===== src/rtl/line_arbiter.sv =====
// Shares one cache-line memory port between I-cache (read) and D-cache (read/write); D wins, with a bounded starvation guard for I.
// Latency: memory command one cycle after the request; requester resp/rdata combinational with m_resp.
// Backpressure: requests are held until resp, the memory command is held until m_resp. LINE_ARBITER_PERF_EN adds perf counters.
module line_arbiter #(
    parameter int ADDR_W     = 32,
    parameter int LINE_W     = 256,
    parameter int STARVE_MAX = 4
) (
    input  logic              clk,
    input  logic              reset_n,
    input  logic              i_read,
    input  logic [ADDR_W-1:0] i_address,
    output logic [LINE_W-1:0] i_rdata,
    output logic              i_resp,
    input  logic              d_read,
    input  logic              d_write,
    input  logic [ADDR_W-1:0] d_address,
    input  logic [LINE_W-1:0] d_wdata,
    output logic [LINE_W-1:0] d_rdata,
    output logic              d_resp,
    output logic              m_read,
    output logic              m_write,
    output logic [ADDR_W-1:0] m_address,
    output logic [LINE_W-1:0] m_wdata,
    input  logic [LINE_W-1:0] m_rdata,
    input  logic              m_resp
`ifdef LINE_ARBITER_PERF_EN
    ,
    output logic [31:0]       perf_i_grants,
    output logic [31:0]       perf_d_grants,
    output logic [31:0]       perf_contend
`endif
);

    typedef enum logic [1:0] {IDLE, SERVE_I, SERVE_D_RD, SERVE_D_WR} state_t;

    localparam logic [3:0] STREAK_MAX = 4'(STARVE_MAX);

    state_t            state, state_nxt;
    logic [3:0]        d_streak, d_streak_nxt;
    logic [ADDR_W-1:0] addr_nxt;
    logic [LINE_W-1:0] wdata_nxt;
    logic              d_pend;
    logic              grant_i;
    logic              grant_d;

    always_ff @(posedge clk or negedge reset_n) begin
        if (!reset_n) begin
            state     <= IDLE;
            d_streak  <= '0;
            m_address <= '0;
            m_wdata   <= '0;
        end else begin
            state     <= state_nxt;
            d_streak  <= d_streak_nxt;
            m_address <= addr_nxt;
            m_wdata   <= wdata_nxt;
        end
    end

    always_comb begin
        state_nxt    = state;
        d_streak_nxt = d_streak;
        addr_nxt     = m_address;
        wdata_nxt    = m_wdata;
        d_pend       = d_read | d_write;
        grant_i      = 1'b0;
        grant_d      = 1'b0;
        m_read       = 1'b0;
        m_write      = 1'b0;
        i_resp       = 1'b0;
        d_resp       = 1'b0;
        i_rdata      = '0;
        d_rdata      = '0;
        case (state)
            IDLE: begin
                // D loses a contested grant only once its streak has saturated
                if (d_pend && !(i_read && d_streak == STREAK_MAX)) begin
                    grant_d = 1'b1;
                end else if (i_read) begin
                    grant_i = 1'b1;
                end
                if (grant_d) begin
                    state_nxt = d_write ? SERVE_D_WR : SERVE_D_RD;
                    addr_nxt  = d_address;
                    if (d_write) begin
                        wdata_nxt = d_wdata;
                    end
                end else if (grant_i) begin
                    state_nxt = SERVE_I;
                    addr_nxt  = i_address;
                end
                if (!i_read || grant_i) begin
                    d_streak_nxt = '0;
                end else if (grant_d && d_streak != STREAK_MAX) begin
                    d_streak_nxt = d_streak + 4'd1;
                end
            end
            SERVE_I: begin
                m_read = 1'b1;
                if (m_resp) begin
                    i_resp    = 1'b1;
                    i_rdata   = m_rdata;
                    state_nxt = IDLE;
                end
            end
            SERVE_D_RD: begin
                m_read = 1'b1;
                if (m_resp) begin
                    d_resp    = 1'b1;
                    d_rdata   = m_rdata;
                    state_nxt = IDLE;
                end
            end
            SERVE_D_WR: begin
                m_write = 1'b1;
                if (m_resp) begin
                    d_resp    = 1'b1;
                    state_nxt = IDLE;
                end
            end
            default: state_nxt = IDLE;
        endcase
    end

`ifdef LINE_ARBITER_PERF_EN
    always_ff @(posedge clk or negedge reset_n) begin
        if (!reset_n) begin
            perf_i_grants <= '0;
            perf_d_grants <= '0;
            perf_contend  <= '0;
        end else begin
            if (grant_i) begin
                perf_i_grants <= perf_i_grants + 32'd1;
            end
            if (grant_d) begin
                perf_d_grants <= perf_d_grants + 32'd1;
            end
            if (state == IDLE && i_read && d_pend) begin
                perf_contend <= perf_contend + 32'd1;
            end
        end
    end
`endif

endmodule


===== config.mk =====
export PLATFORM = sky130hd
export DESIGN_NAME = line_arbiter
export DESIGN_NICKNAME = d
export VERILOG_FILES = /design/src/rtl/line_arbiter.sv
export SDC_FILE = /design/constraint.sdc
export NUM_CORES = 1
export LEC_CHECK = 0
export CORE_AREA = 8 8 531 533
export CTS_BUF_LIST = sky130_fd_sc_hd__clkbuf_4 sky130_fd_sc_hd__clkbuf_8
export CTS_CLUSTER_SIZE = 12
export DETAILED_ROUTE_END_ITERATION = 7
export DIE_AREA = 0 0 539 541
export GPL_TIMING_DRIVEN = 1
export PLACE_DENSITY = 0.35
export SLEW_MARGIN = 20
export SYNTH_ARGS = -nofsm -noshare
export SYNTH_HDL_FRONTEND = slang
export SYNTH_SLANG_ARGS = --single-unit

===== constraint.sdc =====
create_clock -name clk -period 6.6 [get_ports clk]
set_input_delay 1.98 -clock clk [delete_from_list [all_inputs] [get_ports clk]]
set_output_delay 1.98 -clock clk [all_outputs]
set_load 0.02 [all_outputs]

==> results of run 1 <==
[power by group]
group / internal [mW] / switching (mW)
sequential: 2.74 / 0.560
combinational: 3.78 / 5.04
clock: 1.28 / 1.01
total: 7.80 / 6.61
[area by class of cell]
type,instances,area (um^2),share of cell area
inverter,6,22.52,0.0006504
clock buffer,94,1156,0.03339
tap,3589,4491,0.1297
clock inverter,14,207.7,0.005998
antenna,38,95.09,0.002746
timing repair buffer,1412,14230,0.4110
sequential,294,7357,0.2125
multi-input combinational,898,7066,0.2040
[cells in the mapped netlist, types with 3 or more instances]
master / count
and3_1: 512
dfrtp_1: 294
mux2_2: 236
clkbuf_1: 123
o21ai_0: 33
a2bb2oi_1: 32
a31oi_1: 32
buf_6: 27
mux2_1: 21
buf_2: 11
ha_1: 7
inv_1: 6
nand3_1: 4
o22ai_1: 3
[critical path, stage by stage]
cell             delay [ns]
buf_8                  0.24
buf_12                 0.35
and3_1                 0.54
clkdlybuf4s50_1        0.70
[flip-flops by register name, summed over array words and instances (netlist names)]
register / flops
m_wdata: 256
d_streak: 4
state: 2
m_address: 32
[cell families after synthesis]
| group | after synthesis | synth area share |
|---|---|---|
| AO/OA/AOI/OAI | 103 | 0.04544 |
| flip-flops | 294 | 0.4832 |
| AND/OR/NAND/NOR | 529 | 0.2186 |
| adder cells (fa/ha/maj) | 7 | 0.005752 |
| buffers and inverters | 168 | 0.05563 |
| multiplexers | 259 | 0.1914 |
[routing by layer]
layer,global-route usage,up-vias,wire [um]
li1,-,7642,-
met1,0.1156,8903,61620
met2,0.2231,1254,95150
met3,0.06442,366,22410
met4,0.04519,64,8119
met5,0,-,435
[per-stage QoR]
stage | instances | hold slack, ns
floorplan | 1360 | 0.5227
global placement | 6199 | 0.4737
detailed placement | 6199 | 0.4839
CTS | 6307 | 0.4969
global route | 6329 | 0.5123
finish | 6345 | 0.4882
[final timing paths]
path	from	endpoint	depth (start not counted)
setup reg to reg	state[1]	m_wdata[87]	5
min in group asynchronous	reset_n	m_wdata[50]	1
max in group asynchronous	reset_n	m_wdata[234]	2
hold reg to reg	m_wdata[7]	m_wdata[7]	1
hold / removal	m_wdata[7]	m_wdata[7]	1
setup / recovery	m_resp	d_rdata[85]	4
==> flow_summary.json, run 1 <==
{
  "synth_seq_cells": 294,
  "finClkSkew_ns": 0.02764,
  "irDropWorstVdd_mv": 0.2287,
  "crit_type": "primary input to output pin",
  "syn-num-nets": 1949,
  "most-common-layout-cells": "1381 x clkdlybuf4s50_1, 512 x and3_1, 294 x dfrtp_1, 236 x mux2_2, 72 x clkbuf_8",
  "gp_congestion": 1.098,
  "rsz0062_at_grt": "false",
  "die_area_um2": 291600,
  "setup.worst_path.start_class": "primary input",
  "final_max_slew_viol_count": 0,
  "max-cap-violations": 0,
  "vias": 18230,
  "routed_wl_um": 187700,
  "start_util": 0.05579,
  "cts_tree": "yes",
  "synth_top_area_share": 0.4832,
  "grt_max_degree": 144,
  "crit_fanout": 143,
  "setup_tns_ns": 0,
  "fin_crit_ns": 6.089,
  "p_per_area_nw_per_um2": 416.3,
  "postSynth.asyncResetShare": 1.000,
  "design_area_um2": 34630,
  "cts_resized": 0,
  "p_total_mw": 14.41,
  "syn_to_final_growth_pct": 127.4,
  "avgSynthCellArea_um2": 11.20,
  "clkSinkCount": 294,
  "hold_buffers": 0,
  "critPathCaptureType": "output pin",
  "rows": 192,
  "pin_count": 1386,
  "synthCells": 1360,
  "ant_nets": 0,
  "cts.reportedPaths.clkPinSlew_ns": 0.05,
  "yosys_warnings": 0,
  "final_core_util": 0.1269,
  "post-place-ws_ns": 0.5923,
  "postCtsSetupBuffers": 0,
  "synthFlopType": "dfrtp_1",
  "first_pass_iters": 5,
  "wl_per_cell_um": 29.59,
  "fill_cells": 31050,
  "power_leakage_nw": 13.93,
  "nets": 3267,
  "worstMarginPinSlew_ns": 1.029,
  "cts_made_buffers": 66,
  "drc": 0,
  "min_period_over_period": 0.9226,
  "status": "complete, no violations",
  "port_buffers": 1385,
  "finalSetupViolations": 0,
  "grt_pass1_vias": 18940,
  "overflow": 0,
  "hpwl_um": 162600,
  "htree_num_levels": 3,
  "hp-class": "flop to flop",
  "clockRootBuffer": "clkbuf_8",
  "antenna_found_initial": 133,
  "via_per_inst": 2.873,
  "place_area_um2": 33170,
  "hold_viol": 0,
  "grt_first_pass_wirelength_um": 231900,
  "syn-cell-area_um2": 15230,
  "dieHeight_um": 541,
  "fmax_mhz": 164.2,
  "synth.largest_area_cell": "dfrtp_1",
  "drt-initial-drc-count": 1021,
  "clockBufferDepth": 3,
  "grt.total_usage": 0.1220,
  "yosys.cell_types.count": 30,
  "final_common_cell": "clkdlybuf4s50_1",
  "rrSetupSlack_ns": 3.80,
  "core_um2": 272900,
  "cp.required_ns": 4.62,
  "synthTopCellsByArea": "dfrtp_1 48%, and3_1 21%, mux2_2 17%",
  "dieWidth_um": 539,
  "ys_seq_area_frac": 0.4832,
  "critPathArrivalTime_ns": 4.11,
  "fin_ws_ns": 0.5110,
  "synth_edf_count": 0,
  "clkLatencyLatePin_ns": 0.73,
  "drive_gt1_frac": 0.1413,
  "maxSlewHeadroom": 0.3142
}
Note: power is estimated with default switching activity, not from simulation.
==> run 2: changes to the inputs <==
--- a/config.mk
+++ b/config.mk
@@ -11,7 +11,7 @@
 export DETAILED_ROUTE_END_ITERATION = 7
 export DIE_AREA = 0 0 539 541
 export GPL_TIMING_DRIVEN = 1
-export PLACE_DENSITY = 0.35
+export PLACE_DENSITY = 0.36
 export SLEW_MARGIN = 20
 export SYNTH_ARGS = -nofsm -noshare
 export SYNTH_HDL_FRONTEND = slang
==> constraint.sdc (replaced) <==
create_clock -name clk -period 7.3 [get_ports clk]
set_input_delay 2.19 -clock clk [delete_from_list [all_inputs] [get_ports clk]]
set_output_delay 2.19 -clock clk [all_outputs]
set_load 0.02 [all_outputs]
==> run 2 against run 1 <==
Effect of this change: wire length is 0.53% lower; combinational power is 8.6% lower; non-clock buffer count is 5 lower; largest cell class unchanged; largest power group unchanged.
==> flow_summary.json, run 2 (same netlist as run 1, synthesis figures left out) <==
{
  "routed_wl_um": 186700,
  "cpPeakStageDelay_ns": 0.70,
  "worstMarginPinSlew_ns": 1.087,
  "reg.largest.list": "m_wdata x256, m_address x32, d_streak x4",
  "drc": 0,
  "overflow": 0,
  "syn_to_final_growth_pct": 126.8,
  "start_util": 0.05579,
  "rsz0062_at_grt": "false",
  "setup_tns_ns": 0,
  "irDropWorstVdd_mv": 0.2472,
  "vias": 18090,
  "cts.reportedPaths.clkPinSlew_ns": 0.05,
  "cts_tree": "yes",
  "die_area_um2": 291600,
  "via_per_inst": 2.854,
  "finClkSkew_ns": 0.03044,
  "critPathTopFamily": "buffers and inverters",
  "grt_first_pass_wirelength_um": 230900,
  "gp_congestion": 1.014,
  "path_cells": "buf_8 > buf_12 > and3_1 > clkdlybuf4s50_1",
  "antenna_found_initial": 138,
  "fin_crit_ns": 6.389,
  "critPathArrivalTime_ns": 4.20,
  "most-common-layout-cells": "1371 x clkdlybuf4s50_1, 512 x and3_1, 294 x dfrtp_1, 236 x mux2_2, 74 x clkbuf_8",
  "ant_nets": 0,
  "drive_gt1_frac": 0.1434,
  "power_leakage_nw": 13.92,
  "grt_pass1_vias": 18730,
  "largest_reg_flops": 256,
  "maxSlewHeadroom": 0.2754,
  "startpoint": "m_resp",
  "status": "complete, no violations",
  "grt.total_usage": 0.1211,
  "min_period_over_period": 0.8752,
  "rrSetupSlack_ns": 4.09,
  "clkSinkCount": 294,
  "final_max_slew_viol_count": 0,
  "rows": 192,
  "cts_made_buffers": 59,
  "wl_per_cell_um": 29.45,
  "postCtsSetupBuffers": 0,
  "finalNonFillerCells": 6340,
  "grt_max_degree": 163,
  "dieHeight_um": 541,
  "clkLatencyLatePin_ns": 0.72,
  "dp_cells": 6194,
  "final_common_cell": "clkdlybuf4s50_1",
  "crit_end": "d_rdata[80]",
  "cp.required_ns": 5.11,
  "dieWidth_um": 539,
  "path_buf_inv": 3,
  "nets": 3255,
  "hpwl_um": 163500,
  "pin_count": 1386,
  "first_pass_iters": 5,
  "p_per_area_nw_per_um2": 376.7,
  "clockBufferDepth": 3,
  "setup.worst_path.start_class": "primary input",
  "rr_worst_depth": 6,
  "crit_path_top_delay_cell": "clkdlybuf4s50_1",
  "htree_num_levels": 2,
  "fill_cells": 31090,
  "drt-initial-drc-count": 955,
  "cp_num_cells": 4,
  "hp-class": "flop to flop",
  "r2r-start": "d_streak[0]",
  "hold_buffers": 0,
  "max-cap-violations": 0,
  "hold_viol": 0,
  "port_buffers": 1385,
  "cts_resized": 0,
  "crit_fanout": 162,
  "crit_type": "primary input to output pin",
  "finalSetupViolations": 0,
  "fmax_mhz": 156.5,
  "clockRootBuffer": "clkbuf_8",
  "critPathCaptureType": "output pin",
  "top_register": "m_wdata",
  "r2r-end": "m_wdata[200]",
  "core_um2": 272900
}
==> run 2: per-stage QoR <==
step	util	power (mW)	setup slack (ns)	hold slack (ns)	area, um^2
after floorplan	-	6.371	1.912	0.5227	15230
after global placement	0.1213	11.33	0.6854	0.4785	33110
after detailed placement	0.1213	11.29	0.7206	0.4823	33110
after CTS	0.1262	13.43	0.7052	0.4994	34440
after global routing	0.1264	13.80	0.7808	0.5172	34500
final	0.1266	13.01	0.9110	0.4911	34540
==> run 2: where the power goes <==
group	leakage (nW)	internal [mW]	switching (mW)
combinational	9.77	3.42	4.64
sequential	3.45	2.47	0.498
clock	0.702	1.12	0.854
total	13.9	7.01	6.00
==> run 2: cell type report <==
cell class	instances	area [um^2]	area share
timing repair buffer	1407	14170	0.4103
sequential	294	7357	0.2130
multi-input combinational	898	7066	0.2046
tap	3589	4491	0.1300
clock buffer	93	1161	0.03362
clock inverter	15	172.7	0.005000
antenna	38	95.09	0.002753
inverter	6	22.52	0.0006521
==> run 2: how the worst min path moves through the flow <==
stage                start  slack (ns)  depth (start not counted)          end
2_1_floorplan     state[0]        0.52                          2     state[0]
3_3_place_gp   m_wdata[12]        0.48                          1  m_wdata[12]
3_5_place_dp   m_wdata[12]        0.48                          1  m_wdata[12]
4_1_cts         m_wdata[9]        0.50                          1   m_wdata[9]
5_1_grt        m_wdata[44]        0.52                          1  m_wdata[44]
6_report        m_wdata[9]        0.49                          1   m_wdata[9]
==> run 2: worst reg2reg max path, delay by kind of cell, from the launching register on <==
family / cells / cell delay, ns
adders and majority gates: 1 / 0.22
buffers and inverters: 2 / 0.57
DFF: 1 / 0.39
muxes: 1 / 0.43
and+or+nand+nor: 2 / 1.48
==> run 2: metal layers <==
metal  part of all wire  GRT usage  vias to the layer above
met2               0.52     0.2296                     1211
li1                   -          -                     7630
met4              0.036    0.03707                       80
met1               0.31     0.1096                     8822
met5             0.0027          0                        -
met3               0.12    0.06689                      349
